File: config.mk
export PLATFORM = sky130hd
export DESIGN_NAME = wb_arbiter
export DESIGN_NICKNAME = d
export VERILOG_FILES = /design/src/rtl/wb_arbiter.sv
export SDC_FILE = /design/constraint.sdc
export NUM_CORES = 1
export LEC_CHECK = 0
export CAP_MARGIN = 25
export CORE_ASPECT_RATIO = 1.2
export CORE_UTILIZATION = 45
export CTS_CLUSTER_SIZE = 20
export DETAILED_ROUTE_END_ITERATION = 8
export PLACE_DENSITY_LB_ADDON = 0.25
export SLEW_MARGIN = 20
export SYNTH_ARGS = -nofsm -noshare
export SYNTH_HDL_FRONTEND = slang
export SYNTH_SLANG_ARGS = --single-unit
File: constraint.sdc
create_clock -name clk -period 1.9 [get_ports clk]
set_input_delay 0.19 -clock clk [delete_from_list [all_inputs] [get_ports clk]]
set_output_delay 0.19 -clock clk [all_outputs]
set_load 0.05 [all_outputs]
File: src/rtl/wb_arbiter.sv
// Write-back arbiter for the register file write port.
// ALU results (single cycle, strict priority) are merged with multi-cycle
// results that are buffered in a small FIFO. A 32-bit pending-destination
// scoreboard tells decode which registers still await a multi-cycle write.
module wb_arbiter #(
    parameter int DEPTH = 4,
    parameter int CW    = 3
) (
    input  logic          clk,
    input  logic          rst,
    input  logic          alu_valid,
    input  logic [4:0]    alu_rd,
    input  logic [31:0]   alu_data,
    input  logic          ml_valid,
    output logic          ml_ready,
    input  logic [4:0]    ml_rd,
    input  logic [31:0]   ml_data,
    input  logic          iss_valid,
    input  logic [4:0]    iss_rd,
    input  logic [4:0]    chk_rs1,
    input  logic [4:0]    chk_rs2,
    output logic          busy_rs1,
    output logic          busy_rs2,
    output logic          rf_we,
    output logic [4:0]    rf_addr,
    output logic [31:0]   rf_wdata,
    output logic [CW-1:0] fifo_count
);

    localparam int PW = (DEPTH > 1) ? $clog2(DEPTH) : 1;

    // FIFO storage and bookkeeping
    logic [4:0]    mem_rd_q   [DEPTH];
    logic [31:0]   mem_data_q [DEPTH];
    logic [PW-1:0] wptr_q, wptr_d;
    logic [PW-1:0] rptr_q, rptr_d;
    logic [CW-1:0] count_q, count_d;

    // Write-port and scoreboard state
    logic          rf_we_q, rf_we_d;
    logic [4:0]    rf_addr_q, rf_addr_d;
    logic [31:0]   rf_wdata_q, rf_wdata_d;
    logic [31:0]   pending_q, pending_d;

    logic          push_s;
    logic          pop_s;
    logic [4:0]    head_rd_s;
    logic [31:0]   head_data_s;

    // Handshake and arbitration decisions; ready depends on occupancy only.
    always_comb begin
        ml_ready    = (count_q < CW'(DEPTH));
        push_s      = ml_valid && ml_ready;
        pop_s       = !alu_valid && (count_q != {CW{1'b0}});
        head_rd_s   = mem_rd_q[rptr_q];
        head_data_s = mem_data_q[rptr_q];
    end

    // Next-state for pointers, occupancy, write port and scoreboard.
    always_comb begin
        wptr_d     = wptr_q;
        rptr_d     = rptr_q;
        count_d    = count_q;
        rf_we_d    = 1'b0;
        rf_addr_d  = rf_addr_q;
        rf_wdata_d = rf_wdata_q;
        pending_d  = pending_q;

        if (push_s) begin
            wptr_d = wptr_q + PW'(1);
        end else begin
            wptr_d = wptr_q;
        end

        if (pop_s) begin
            rptr_d = rptr_q + PW'(1);
        end else begin
            rptr_d = rptr_q;
        end

        case ({push_s, pop_s})
            2'b10:   count_d = count_q + CW'(1);
            2'b01:   count_d = count_q - CW'(1);
            default: count_d = count_q;
        endcase

        // ALU wins; a result targeting x0 is consumed without a write.
        if (alu_valid) begin
            rf_we_d    = (alu_rd != 5'd0);
            rf_addr_d  = alu_rd;
            rf_wdata_d = alu_data;
        end else if (pop_s) begin
            rf_we_d    = (head_rd_s != 5'd0);
            rf_addr_d  = head_rd_s;
            rf_wdata_d = head_data_s;
        end else begin
            rf_we_d    = 1'b0;
        end

        // Clear first so that a same-edge issue (newer op) wins.
        if (pop_s) begin
            pending_d[head_rd_s] = 1'b0;
        end else begin
            pending_d = pending_d;
        end
        if (iss_valid && (iss_rd != 5'd0)) begin
            pending_d[iss_rd] = 1'b1;
        end else begin
            pending_d = pending_d;
        end
        pending_d[0] = 1'b0;
    end

    // FIFO entry storage; written only on an accepted push.
    always_ff @(posedge clk or negedge rst) begin
        if (!rst) begin
            for (int i = 0; i < DEPTH; i++) begin
                mem_rd_q[i]   <= 5'd0;
                mem_data_q[i] <= 32'd0;
            end
        end else if (push_s) begin
            mem_rd_q[wptr_q]   <= ml_rd;
            mem_data_q[wptr_q] <= ml_data;
        end
    end

    // Control state: pointers, occupancy, write port and scoreboard.
    always_ff @(posedge clk or negedge rst) begin
        if (!rst) begin
            wptr_q     <= {PW{1'b0}};
            rptr_q     <= {PW{1'b0}};
            count_q    <= {CW{1'b0}};
            rf_we_q    <= 1'b0;
            rf_addr_q  <= 5'd0;
            rf_wdata_q <= 32'd0;
            pending_q  <= 32'd0;
        end else begin
            wptr_q     <= wptr_d;
            rptr_q     <= rptr_d;
            count_q    <= count_d;
            rf_we_q    <= rf_we_d;
            rf_addr_q  <= rf_addr_d;
            rf_wdata_q <= rf_wdata_d;
            pending_q  <= pending_d;
        end
    end

    // Output mapping; busy is a direct scoreboard lookup, x0 never busy.
    always_comb begin
        rf_we      = rf_we_q;
        rf_addr    = rf_addr_q;
        rf_wdata   = rf_wdata_q;
        fifo_count = count_q;
        busy_rs1   = (chk_rs1 != 5'd0) && pending_q[chk_rs1];
        busy_rs2   = (chk_rs2 != 5'd0) && pending_q[chk_rs2];
    end

endmodule

-- Word level (Yosys, flattened, before mapping)
Index checks and enable logic that the tools add are counted.
- word-level logic and storage cells: 82
- output and inout port bits: 44
- bits in writable memories: 0
- bits of input ports: 94
- bits in latches: 0
- bits in read-only memories: 0
- bits in registers: 224
- memories kept: 0
- muxes and demuxes: 29
- equal/unequal tests: 2
- $add $sub $neg: 4
- divide/modulo/power cells: 0
- order comparisons: 10
- shift operators: 0
- bitwise logic cells: 5
- multiply operators: 0
- reduce and logical (&&, ||, !) cells: 17
- operators by type and width (cell ; count):
    two-way mux 32 bit ; 7
    bitwise mux 128 bit ; 1
    binary-select mux 32 bit (select 2 bit) ; 1
    demux 32 bit (select 2 bit) ; 1
    AND 32 bit ; 1
    inverter 32 bit ; 1
    bitwise OR 32 bit ; 1
    two-way mux 5 bit ; 5
    nonzero test 5 bit ; 5
    < comparator 5 x 6 -> 1 bit (second input constant) ; 4
    bitwise mux 20 bit ; 1
    binary-select mux 1 bit (select 5 bit) ; 2
    binary-select mux 5 bit (select 2 bit) ; 1
    demux 1 bit (select 5 bit) ; 2
    demux 5 bit (select 2 bit) ; 1
    >= comparator 5 x 1 -> 1 bit (second input constant) ; 2
    logical AND 1 bit ; 8
    >= comparator 3 bit (second input constant) ; 2
    two-way mux 1 bit ; 6
    inverter 2 -> 3 bit ; 2
    one-hot mux 3 bit (2 select lines) ; 1
    adder 2 x 1 -> 2 bit (second input constant) ; 2
    nonzero test 2 bit ; 2
    adder 3 x 1 -> 3 bit (second input constant) ; 1
    7 further kinds ; 7

-- Depth between registers and ports, before layout
- word-level depth: 13
- gate-level depth with buffers: 9
- mapped depth without buffers: 8

-- Worst setup path before layout
Ideal clock, no wire load.
- path type: register to register
- start point: reg count_q[0], in the netlist fifo_count[0]
- end point: reg count_q[2], in the netlist fifo_count[2]
- slack: -469 ps
- buffers on the path: 0
- arrival: 2230 ps
- clock period less this slack: 2369 ps
- cell stages (with the launch flop): 9
- setup time: 139 ps
- cells stage by stage: dfrtp_1 nor3_1 nor2_1 ha_1 inv_1 fa_1 xor2_1 nor2_1 xnor2_1
- word-level cells in the longest chain between the ends: 4
- RTL lines (item ; line ; text):
    start: declaration ; 37 ; logic [CW-1:0] count_q, count_d;
    start signal: assignment ; 132 ; count_q <= {CW{1'b0}};
    start signal: assignment ; 140 ; count_q <= count_d;
    < comparator 3 bit / nonzero test 3 bit (equally long branches) ; 52, 54 ;
    logical AND 1 bit (on tied branches) ; 53, 54 ;
    equality test 2 x 1 -> 1 bit / equality test 2 bit (equally long branches) ; 81 ; case ({push_s, pop_s})
    one-hot mux 3 bit (2 select lines) / nonzero test 2 bit (equally long branches) ; n/a ;
Parallel ways exist; a longest one is shown, timed or not.
A chain may end at the register's enable or synchronous reset.

-- Final worst setup path
- start point: reg pending_q[7]
- end point: out busy_rs1
- word-level cells in the longest chain between the ends: 3
- RTL lines (item ; line ; text):
    start: declaration ; 43 ; logic [31:0] pending_q, pending_d;
    start signal: assignment ; 144 ; pending_q <= pending_d;
    binary-select mux 1 bit (select 5 bit) ; 154 ; busy_rs1 = (chk_rs1 != 5'd0) && pending_q[chk_rs1];
    two-way mux 1 bit (implied by the code) ; 154 ;
    logical AND 1 bit ; 154 ;
    end: declaration ; 22 ; output logic busy_rs1,
Every way passes these cells. The select of a mux whose other input is x is not followed.

==> qor.yml <==
outcome:
  status: "finished with violations"
  violations: "setup timing"
critical_path:
  endpoint_kind: "output pin"
  start_kind: "register"
  cp_num_buf_inv: 1
  cpPeakStageDelay_ns: 0.48
  required_ns: 1.71
  crit_type: "reg2out"
  cp_max_fo: 2
  worst-endpoint-arrival_ns: 2.10
  rrSetupSlack_ns: -0.09
  slowest_stage: "mux4_2"
  crit_chain: "mux4_2 -> nor3b_2 -> a2111oi_1 -> a211o_1 -> buf_6"
  critPathTopFamily: "multiplexers"
grt:
  grt_overflow: 0
  grt_max_degree: 70
  grt_pass1_vias: 7406
  grt_pass1_wl_mm: 39.1
  grt_usage: 0.211
  antenna_found_initial: 0
floorplanning:
  die-width_um: 140
  die_h_um: 168
  core_area_um2: 22400
  io-pin-count: 138
  num_rows: 60
  dieArea_um2: 23500
  start_util: 0.460
sta:
  drv_slew: 0
  fin_crit_sh: 1.21
  final.setup_skew_ns: 0.00602
  holdWs_ns: 0.199
  worstMarginPinSlew_ns: 0.527
  finalSetupViolCount: 31
  slew_headroom: 0.649
  layout_setup_ws_ns: -0.390
  rsz0062_at_grt: "yes"
  hold_viol_final: 0
  fmax_ghz: 0.437
  finalCriticalPeriod_ns: 2.29
placement:
  placedCellCount: 1181
  gp_congestion: 0.904
  numPortBuffers: 137
  dpl.hpwl_mm: 15.5
job:
  maxCapViolCount: 0
clocking:
  clock_latency_ns: 0.51
  cts_tree: "done"
  cts_inserted_buffers: 24
  clk_pin_slew_worst_paths_ns: 0.06
  clock_path_buffers: 3
  h-tree-depth: 1
  root_buffer: "clkbuf_16"
  cts.sinks: 224
synth:
  synth_enable_flop_cells: 0
  ys_async_sr_fraction: 1.00
  synth_cell_type_count: 41
  synth_top_cell_area_share: 0.543
  synthCells: 759
  synth_seq_area_share: 0.543
  ys_warn_count: 0
  synth_top_cell_by_area: "dfrtp_1"
  yosysMostFrequentCell: "dfrtp_1"
  synth_nets: 859
  synth.area.top_cells: "dfrtp_1 (54%), mux2_2 (16%), mux4_2 (11%)"
  synth_top_cells_by_count: "dfrtp_1 (224), mux2_2 (149), nand2_1 (108)"
  synth-main-ff-cell: "dfrtp_1"
  ys_seq_elements: 224
  syn_area_um2: 10300
  syn_area_per_cell_um2: 13.6
hold_path:
  hold_class: "in2async"
layout:
  nets: 1037
  drive_above_1_share: 0.358
  post-route-util: 0.601
  area_growth_pct: 30.7
  antenna_cells: 0
  finalNonFillerCells: 1231
routing:
  vias_per_cell: 5.59
  wl_per_cell_um: 19.5
  drt_wl_total_mm: 24.0
  dr.first_iter.drc_count: 319
  firstDrtPassIters: 4
  drc: 0
  num_vias: 6877
  ant_nets: 0
power:
  ir_worst_vdd_uv: 1100
  p_per_area_nw_per_um2: 1780
  p_leak_uw: 0.00596
==> flip-flops by register name, summed over array words and instances (netlist names) <==
register / count
fifo_count: 3
wptr_q: 2
rptr_q: 2
pending_q: 31
rf_addr: 5
rf_we: 1
rf_wdata: 32
mem_data_q: 128
mem_rd_q: 20
==> area by class of cell <==
cell class	instances	area, um^2
Clock inverter	2	60.1
Sequential cell	224	5610
Fill cell	1822	8960
Clock buffer	39	748
Multi-Input combinational cell	481	4660
Tap cell	279	349
Timing Repair Buffer	193	2010
Inverter	13	48.8
==> where the power goes <==
part,leakage (uW),switching [uW],internal [uW]
clock network,0.000395,1840,2940
logic,0.00288,5170,5440
registers,0.00269,1450,7200
==> per-layer routing <==
metal | GRT usage | share of wire | vias to the layer above
li1 | - | - | 3123
met5 | 0 | 0 | -
met1 | 0.265 | 0.42 | 3558
met3 | 0.0364 | 0.047 | 37
met4 | 0.0597 | 0.020 | 0
met2 | 0.376 | 0.51 | 159
==> layout by cell type (no fill, tap or decap), types with 4 or more instances in the layout <==
| cell | synthesis | final |
|---|---|---|
| o21ai_2 | 0 | 23 |
| dfrtp_2 | 0 | 5 |
| clkbuf_16 | 0 | 26 |
| dlymetal6s2s_1 | 0 | 17 |
| dlygate4sd2_1 | 0 | 7 |
| mux2_2 | 149 | 149 |
| a222oi_1 | 5 | 5 |
| mux4_2 | 51 | 51 |
| nand2_2 | 0 | 4 |
| nand2_1 | 108 | 104 |
| clkbuf_1 | 29 | 7 |
| and3b_1 | 4 | 4 |
| buf_6 | 1 | 11 |
| ha_1 | 5 | 4 |
| mux2i_1 | 36 | 35 |
| clkdlybuf4s50_1 | 0 | 107 |
| nor2_1 | 10 | 9 |
| clkbuf_8 | 0 | 7 |
| xnor2_1 | 4 | 4 |
| nor3b_1 | 7 | 6 |
| dfrtp_1 | 224 | 219 |
| buf_12 | 0 | 9 |
| buf_4 | 0 | 37 |
| o21ai_0 | 53 | 34 |
| o21ai_1 | 14 | 10 |
| inv_1 | 13 | 13 |
==> cell families after synthesis <==
kind of cell,share of synthesized area
muxes,0.309
DFF,0.543
and+or+nand+nor,0.0689
AOI/OAI and AO/OA,0.0442
buffers and inverters,0.0215
xor gates and xnor gates,0.00509
adders and majority gates,0.00801
==> worst paths after layout <==
path | from | endpoint | cells after the start
hold reg to reg | rf_wdata[28] | rf_wdata[28] | 2
max in group asynchronous | rst | rf_wdata[21] | 3
hold / removal | rst | pending_q[16] | 2
setup / recovery | pending_q[7] | busy_rs1 | 5
min in group clk | alu_valid | rf_we | 4
setup reg to reg | rptr_q[0] | pending_q[22] | 6
==> metrics by stage <==
| stage | setup TNS (ns) | area, um^2 | total power [uW] | setup WS (ns) |
|---|---|---|---|---|
| after detailed placement | -5.12 | 12400 | 18700 | -0.421 |
| final | -2.27 | 13500 | 24000 | -0.390 |
| after global routing | -4.77 | 13500 | 25400 | -0.461 |
| after floorplan | -0.0433 | 10400 | 15300 | -0.0247 |
| after CTS | -2.23 | 13300 | 23900 | -0.393 |
| after global placement | -4.82 | 12400 | 18400 | -0.376 |
==> what timing repair did <==
| item | CTS | global route |
|---|---|---|
| resized for setup | 58 | 32 |
| pin swaps | 43 | 18 |
| endpoints found under the hold margin | 52 | 0 |
| gates cloned | 0 | 1 |
| hold buffers | 1 | 0 |
| setup buffers | 5 | 3 |
| endpoints found under the setup margin | 61 | 74 |
No activity file was read; power rests on OpenSTA's default activity.
==> RTL edit (config.mk and constraints unchanged) <==
Change the parameter `CW` from 3 to 6.
--- a/src/rtl/wb_arbiter.sv
+++ b/src/rtl/wb_arbiter.sv
@@ -5,5 +5,5 @@
 module wb_arbiter #(
     parameter int DEPTH = 4,
-    parameter int CW    = 3
+    parameter int CW    = 6
 ) (
     input  logic          clk,
Ports: changed (resized fifo_count); port bits go from 138 to 141. No check against the original RTL was run, so the function may have changed too.
==> RTL edit against the original RTL <==
- the run still ends with setup timing left
- sequential cell count rose by 3
- design area rose by 21%
- clock power up 10%
- first-iteration DRC count grew 13%
- utilization up 5.8 points
- worst setup slack got worse by 0.24 ns
- power up 3.8%
- synthesized cell count grew 5.7%
- worst hold slack got worse by 0.070 ns
- final cell count is 15% higher
- routed wire length increased by 23%
- register-to-register slack worse by 0.55 ns
- area after synthesis increased by 10%
==> RTL edit: results (changes against the original RTL) <==
Status: finished, violations left (unchanged)
Violated checks: setup timing (unchanged)
Maximum vdd drop: 0.9136 mV (was 1.097 mV)
Setup Total Neg Slack: -78.31 ns (was -2.271 ns)
Met2 WL post-DR: 15120 microns (was 12290 microns)
Syn Area/Cell: 14.19 sq um (was 13.59 sq um)
Arr. time, crit path: 2.93 ns (was 2.10 ns)
Slowest cell on crit path: or4_4 (was mux4_2)
First-pass GRT wire length: 47040 microns (was 39120 microns)
PnR worst setup slack: -0.6352 ns (was -0.3904 ns)
P_leak: 7.966 nW (was 5.964 nW)
Inverter count: 12 (was 13)
WL final: 29610 microns (was 24010 microns)
Initial antenna violation count: 2 (was 0)
Slew Limit Headroom: 56.34% (was 64.87%)
Total vias in the final route: 7711 (was 6877)
Syn nets: 903 (was 859)
Synth unique cells: 57 (was 41)
Fraction of synthesized area in multiplexers: 32.63% (was 30.90%)
Largest net degree at the start of global routing: 66 (was 70)
Met3 routed WL: 1389 microns (was 1134 microns)
Routability congestion estimate: 0.8452 (was 0.9042)
Final instance area: 0.01630 sq mm (was 0.01348 sq mm)
CP Capture Point: fifo_count[2]$_DFFE_PN0P_ (was busy_rs1)
Fillers: 1755 (was 1822)
Multi-Input Combinational: 511 (was 481)
Fraction of layout cells with a size suffix above 1: 44.46% (was 35.82%)
Met1 GRT Util: 30.12% (was 26.46%)
GR Util met2: 40.33% (was 37.57%)
Final setup violation count: 224 (was 31)
DPL Wire Length: 17460 microns (was 15490 microns)
Multi-input logic portion of the cell area: 34.77% (was 34.54%)
RTL edit: changes by cell type in the layout (fill, tap and decap cells not counted), moves of 19 or more:
cell,delta
o21ai_1,+47
buf_12,+19
buf_4,+35
buf_6,+19
mux2_2,-117
mux2_4,+121
o21ai_0,-27
buf_16,+22
nand2_1,-56
RTL edit: stage by stage:
| stage | setup slack, ns | hold slack (ns) |
|---|---|---|
| 6_report | -0.6352 | 0.1288 |
| 5_1_grt | -0.7325 | 0.1366 |
| 4_1_cts | -0.5652 | 0.1163 |
| 3_5_place_dp | -0.5598 | 0.09213 |
| 3_3_place_gp | -0.5287 | 0.09273 |
| 2_1_floorplan | -1.070 | -0.1056 |
RTL edit: power by group:
group	leakage, nW	switching [mW]	total [mW]	internal (mW)
registers	2.89	1.26	8.08	6.82
clock network	0.439	1.94	5.26	3.32
logic	4.63	5.20	11.6	6.38
RTL edit: worst min-delay path: cells and delay by family:
family / cells / cell delay (ns)
AOI/OAI and AO/OA: 1 / 0.09
buffers and inverters: 2 / 0.32
